==> src/rtl/char_jump_ctrl.sv <==
// Character jump controller: ground/rise/fall physics with air steering.
// Ports: clk_40MHz, rst (sync, active-high), movement_tick (physics strobe),
//   jump_req (level), dir_left/dir_right (air steering) -> xpos/ypos (12b),
//   airborne (RISE or FALL), landed (1-cycle touchdown pulse).
// Latency: 1 cycle from a tick to the visible update. No backpressure; outputs hold between ticks.
module char_jump_ctrl #(
  parameter logic [11:0] X_START  = 12'd380,
  parameter logic [11:0] Y_GROUND = 12'd500,
  parameter logic [5:0]  JUMP_V0  = 6'd12,
  parameter logic [5:0]  V_MAX    = 6'd16,
  parameter logic [3:0]  GRAV_DIV = 4'd8,
  parameter logic [11:0] X_MAX    = 12'd760
) (
  input  logic        clk_40MHz,
  input  logic        rst,
  input  logic        movement_tick,
  input  logic        jump_req,
  input  logic        dir_left,
  input  logic        dir_right,
  output logic [11:0] xpos,
  output logic [11:0] ypos,
  output logic        airborne,
  output logic        landed
);

  typedef enum logic [1:0] {GROUND = 2'd0, RISE = 2'd1, FALL = 2'd2} state_t;

  localparam logic [3:0] GRAV_LAST = GRAV_DIV - 4'd1;

  state_t      state_q, state_d;
  logic [11:0] xpos_q, xpos_d;
  logic [11:0] ypos_q, ypos_d;
  logic [5:0]  vel_q, vel_d;
  logic [3:0]  grav_cnt_q, grav_cnt_d;
  logic        pending_q, pending_d;
  logic        landed_q, landed_d;
  logic        jump_req_q;

  // Vertical math is done one bit wider so ypos+vel never wraps.
  logic [12:0] y_wide, vel_wide, y_sum;
  logic        hit_ceiling, hit_ground, grav_wrap, jump_edge;
  logic [3:0]  grav_next;
  logic [11:0] xpos_steer;

  assign y_wide      = {1'b0, ypos_q};
  assign vel_wide    = {7'b0, vel_q};
  assign y_sum       = y_wide + vel_wide;
  assign hit_ceiling = (vel_wide >= y_wide);
  assign hit_ground  = (y_sum >= {1'b0, Y_GROUND});
  assign grav_wrap   = (grav_cnt_q == GRAV_LAST);
  assign grav_next   = grav_wrap ? 4'd0 : grav_cnt_q + 4'd1;
  assign jump_edge   = jump_req & ~jump_req_q;

  // Steering: exactly one direction moves, both or neither holds.
  always_comb begin
    xpos_steer = xpos_q;
    if (dir_left && !dir_right) begin
      xpos_steer = (xpos_q == 12'd0) ? 12'd0 : xpos_q - 12'd1;
    end else if (dir_right && !dir_left) begin
      xpos_steer = (xpos_q >= X_MAX) ? X_MAX : xpos_q + 12'd1;
    end
  end

  // State register (all sequential state lives here).
  always_ff @(posedge clk_40MHz) begin
    if (rst) begin
      state_q    <= GROUND;
      xpos_q     <= X_START;
      ypos_q     <= Y_GROUND;
      vel_q      <= 6'd0;
      grav_cnt_q <= 4'd0;
      pending_q  <= 1'b0;
      landed_q   <= 1'b0;
      jump_req_q <= 1'b0;
    end else begin
      state_q    <= state_d;
      xpos_q     <= xpos_d;
      ypos_q     <= ypos_d;
      vel_q      <= vel_d;
      grav_cnt_q <= grav_cnt_d;
      pending_q  <= pending_d;
      landed_q   <= landed_d;
      jump_req_q <= jump_req;
    end
  end

  // Next-state logic.
  always_comb begin
    state_d = state_q;
    if (movement_tick) begin
      case (state_q)
        GROUND:  if (pending_q) state_d = RISE;
        // Apex: ceiling clamp, or the velocity about to decay to zero.
        RISE:    if (hit_ceiling || vel_q == 6'd0 || (grav_wrap && vel_q == 6'd1)) state_d = FALL;
        FALL:    if (hit_ground) state_d = GROUND;
        default: state_d = GROUND;
      endcase
    end
  end

  // Datapath next values.
  always_comb begin
    xpos_d     = xpos_q;
    ypos_d     = ypos_q;
    vel_d      = vel_q;
    grav_cnt_d = grav_cnt_q;
    pending_d  = pending_q;
    landed_d   = 1'b0;
    if (state_q == GROUND) begin
      // Launch tick consumes the request; ypos stays put until the first rise tick.
      if (movement_tick && pending_q) begin
        vel_d      = JUMP_V0;
        grav_cnt_d = 4'd0;
        pending_d  = 1'b0;
      end else if (jump_edge) begin
        pending_d = 1'b1;
      end
    end else if (movement_tick) begin
      xpos_d     = xpos_steer;
      grav_cnt_d = grav_next;
      if (state_q == RISE) begin
        if (hit_ceiling) begin
          ypos_d = 12'd0;
          vel_d  = 6'd0;
        end else begin
          ypos_d = ypos_q - {6'b0, vel_q};
          if (grav_wrap && vel_q != 6'd0) vel_d = vel_q - 6'd1;
        end
      end else begin
        if (hit_ground) begin
          ypos_d     = Y_GROUND;
          vel_d      = 6'd0;
          grav_cnt_d = 4'd0;
          landed_d   = 1'b1;
        end else begin
          ypos_d = y_sum[11:0];
          if (grav_wrap && vel_q < V_MAX) vel_d = vel_q + 6'd1;
        end
      end
    end
  end

  // Outputs, all from registered state.
  always_comb begin
    xpos     = xpos_q;
    ypos     = ypos_q;
    airborne = (state_q != GROUND);
    landed   = landed_q;
  end

endmodule

==> config.mk <==
export PLATFORM = sky130hd
export DESIGN_NAME = char_jump_ctrl
export DESIGN_NICKNAME = d
export VERILOG_FILES = /design/src/rtl/char_jump_ctrl.sv
export SDC_FILE = /design/constraint.sdc
export NUM_CORES = 1
export LEC_CHECK = 0
export ABC_AREA = 1
export BUFFER_PORTS_ARGS = -buffer_cell sky130_fd_sc_hd__buf_2
export CAP_MARGIN = 20
export CORE_MARGIN = 10
export CORE_UTILIZATION = 40
export DETAILED_ROUTE_END_ITERATION = 16
export PLACE_DENSITY = 0.65
export SYNTH_ARGS = -nofsm -noshare
export SYNTH_HDL_FRONTEND = slang
export SYNTH_SLANG_ARGS = --single-unit
==> constraint.sdc <==
create_clock -name clk_40MHz -period 4 [get_ports clk_40MHz]
set_input_delay 0.8 -clock clk_40MHz [delete_from_list [all_inputs] [get_ports clk_40MHz]]
set_output_delay 0.8 -clock clk_40MHz [all_outputs]
set_load 0.02 [all_outputs]
==> impl_results.md <==
- Row count: 34
- Maximum vdd drop: 0.185 mV
- Global route total overflow: 0
- Initial Util: 0.410
- Yosys cell types: 43
- Area Overhead vs Synth: 8.06%
- Die Ht: 114 um
- Clock Skew: 10.0 ps
- Area leader, netlist: dfxtp_1
- Sequential area share after synthesis: 0.220
- Die width: 114 um
- Data arrival, critical path: 3170 ps
- Antenna Violating Nets Remaining: 0
- Fmax: 334 MHz
- Placed cell count: 673
- First DRT Iteration DRCs: 307
- CTS buffer count: 5
- Crit Path Max Fanout: 11
- Clock buffer depth: 2
- RSZ-0062 raised after global routing: no
- Routed WL: 9900 um
- Most frequent cells in the layout: nand2_1 (142), inv_1 (61), nor2_1 (54)
- Lkg Pwr: 0.00182 uW
- # diodes: 0
- HP Class: reg -> reg
- # DRC: 0
- Synth async-reset ratio: 0
- Tmin final: 2990 ps
- Clock slew at reported path FFs: 80 ps
- Final Non-Filler Cells: 681
- Global-route wire length before repair: 16200 um
- Ys flop type: dfxtp_1
- Most common cell after layout, fill and taps aside: nand2_1
- Post-synth EDFFs: 0
- WS Path Type: reg -> reg
- Max Slew Vio Count: 0
- Crit-path most repeated cell: nand2_1
- Setup bufs post-CTS: 0
- CP max-delay cell: ha_1
- Clock Latency Late Sink: 310 ps
- Area share of the largest cell type after synthesis: 0.220
- Area contributors post-synth: dfxtp_1 (22%), nand2_1 (15%), ha_1 (7.4%)
- Worst EP required: 4180 ps
- Pre-CTS setup slack: 1070 ps
- Hold-fix buffers, CTS: 0
- Detailed-route via count: 3619
- Critical path's largest stage delay: 570 ps
- Setup crit end kind: flip-flop
- Final Core Density: 0.443
- CTS tree: built
- Largest net degree at the start of global routing: 28
- Routed vias/inst: 5.31
- Max transition margin: 0.370
- Routed length per instance: 14.5 um
- Antenna violations before repair: 0
- Vias in the first global route: 3284
- Drt first pass iters: 5
- Setup-failing EPs final: 0
- Placeable core region: 8680 um2
- H-tree depth: 2
- Gpl congestion: 0.962
- Setup_tns: 0 ps
- Max-Cap Viols: 0
- HPWL Detailed: 7430 um
- Syn_nets: 581
- Power per Cell Area: 430 nW/um2
- Layout Nets: 601
- Clock sink count: 39
- Seq cells post-synth: 39
- Post-layout worst setup margin: 1010 ps
- Cell Chain, Critical Path: inv_1 -> ha_1 -> inv_1 -> nand2_1 -> nand2_1 -> nand2_1 -> nand3_2 -> nand2_1 -> nand2_1 -> nand2_1 -> nand3_2 -> nor2_8 -> nand2_4 -> nand2_2 -> nand3b_1 -> nand2_1 -> nand2_1
- Full die area: 13100 um2
- Worst-Margin Slew: 939 ps
- Share of cells above drive strength 1: 0.140
- Tcrit/Tclk final: 0.749
- Syn_area_per_cell: 6.44 um2
- Gr usage total: 0.149
- Startpoint types: flip-flop
- Status: complete, no violations
- Cell count after synthesis: 552
- Post_cts resized: 0
- Boundary Pins: 32
- Fin. Hold Viols: 0
- Cell area after synthesis: 3560 um2
- Number of I/O port buffers: 31
- Root buffer cell: clkbuf_8
- Synth warn: 0
-- final timing paths --
kind	start	to	slack, ps	depth (start not counted)
hold / removal	pending_q$_SDFFE_PP0P_	pending_q$_SDFFE_PP0P_	480	1
setup / recovery	vel_q[3]$_SDFFE_PP0P_	ypos[2]$_SDFFE_PP1P_	1010	17
hold reg to reg	pending_q$_SDFFE_PP0P_	pending_q$_SDFFE_PP0P_	480	1
setup reg to reg	vel_q[3]$_SDFFE_PP0P_	ypos[2]$_SDFFE_PP1P_	1010	17
-- registers in the layout (all words and copies together) (netlist names) --
signal / cells
pending_q: 1
vel_q: 6
ypos: 12
grav_cnt_q: 4
state_q: 2
xpos: 12
landed: 1
jump_req_q: 1
-- kinds of logic (layout without fill, tap and decap cells) --
logic type | count (synthesis) | count (layout) | synth area share
and+or+nand+nor | 295 | 295 | 0.390
adders and majority gates | 23 | 23 | 0.0852
DFF | 39 | 39 | 0.220
xor gates and xnor gates | 21 | 21 | 0.0517
AOI/OAI and AO/OA | 89 | 89 | 0.148
buffers and inverters | 85 | 106 | 0.106
-- power breakdown --
part	leakage (uW)	internal, uW	switching [uW]	total [uW]
combinational	0.00144	260	557	817
clock	0.0000581	186	167	353
sequential	0.000318	424	58.6	483
-- cell type report --
class | instances | area [um2]
clock buffers | 5 | 68.8
clock inverters | 3 | 43.8
inverters | 65 | 244
flip-flops and latches | 39 | 781
repair buffers | 33 | 170
fillers | 944 | 4840
multi-input cells | 428 | 2400
well taps | 108 | 135
-- metrics by stage --
step / hold WS (ps) / instance area (um2) / total power (uW)
after global placement: 452 / 3730 / 1290
final: 477 / 3840 / 1650
after floorplan: 432 / 3560 / 1150
after detailed placement: 461 / 3730 / 1300
after global routing: 528 / 3840 / 1770
after CTS: 475 / 3840 / 1650
-- routing by layer --
layer,global-route usage,vias up,routed length [um]
met3,0.0304,6,569
met4,0.0451,0,74
met1,0.198,1673,4690
met5,0,-,0
met2,0.236,97,4560
li1,-,1843,-
-- cells in the mapped netlist, types with 9 or more instances --
cell type / number
a21oi_1: 26
dfxtp_1: 39
ha_1: 21
inv_1: 61
nand2_1: 142
nand3_1: 40
nand4_1: 15
nor2_1: 54
nor3_1: 9
o21ai_0: 34
xor2_1: 19
-- critical path, delay by kind of cell, from the launching register on --
| family | cells | cell delay (ps) |
|---|---|---|
| buffers and inverters | 2 | 280 |
| AND/OR/NAND/NOR | 14 | 1490 |
| adder cells (fa/ha/maj) | 1 | 570 |
| flip-flops | 1 | 530 |
Power figures use the tool's default switching activity.
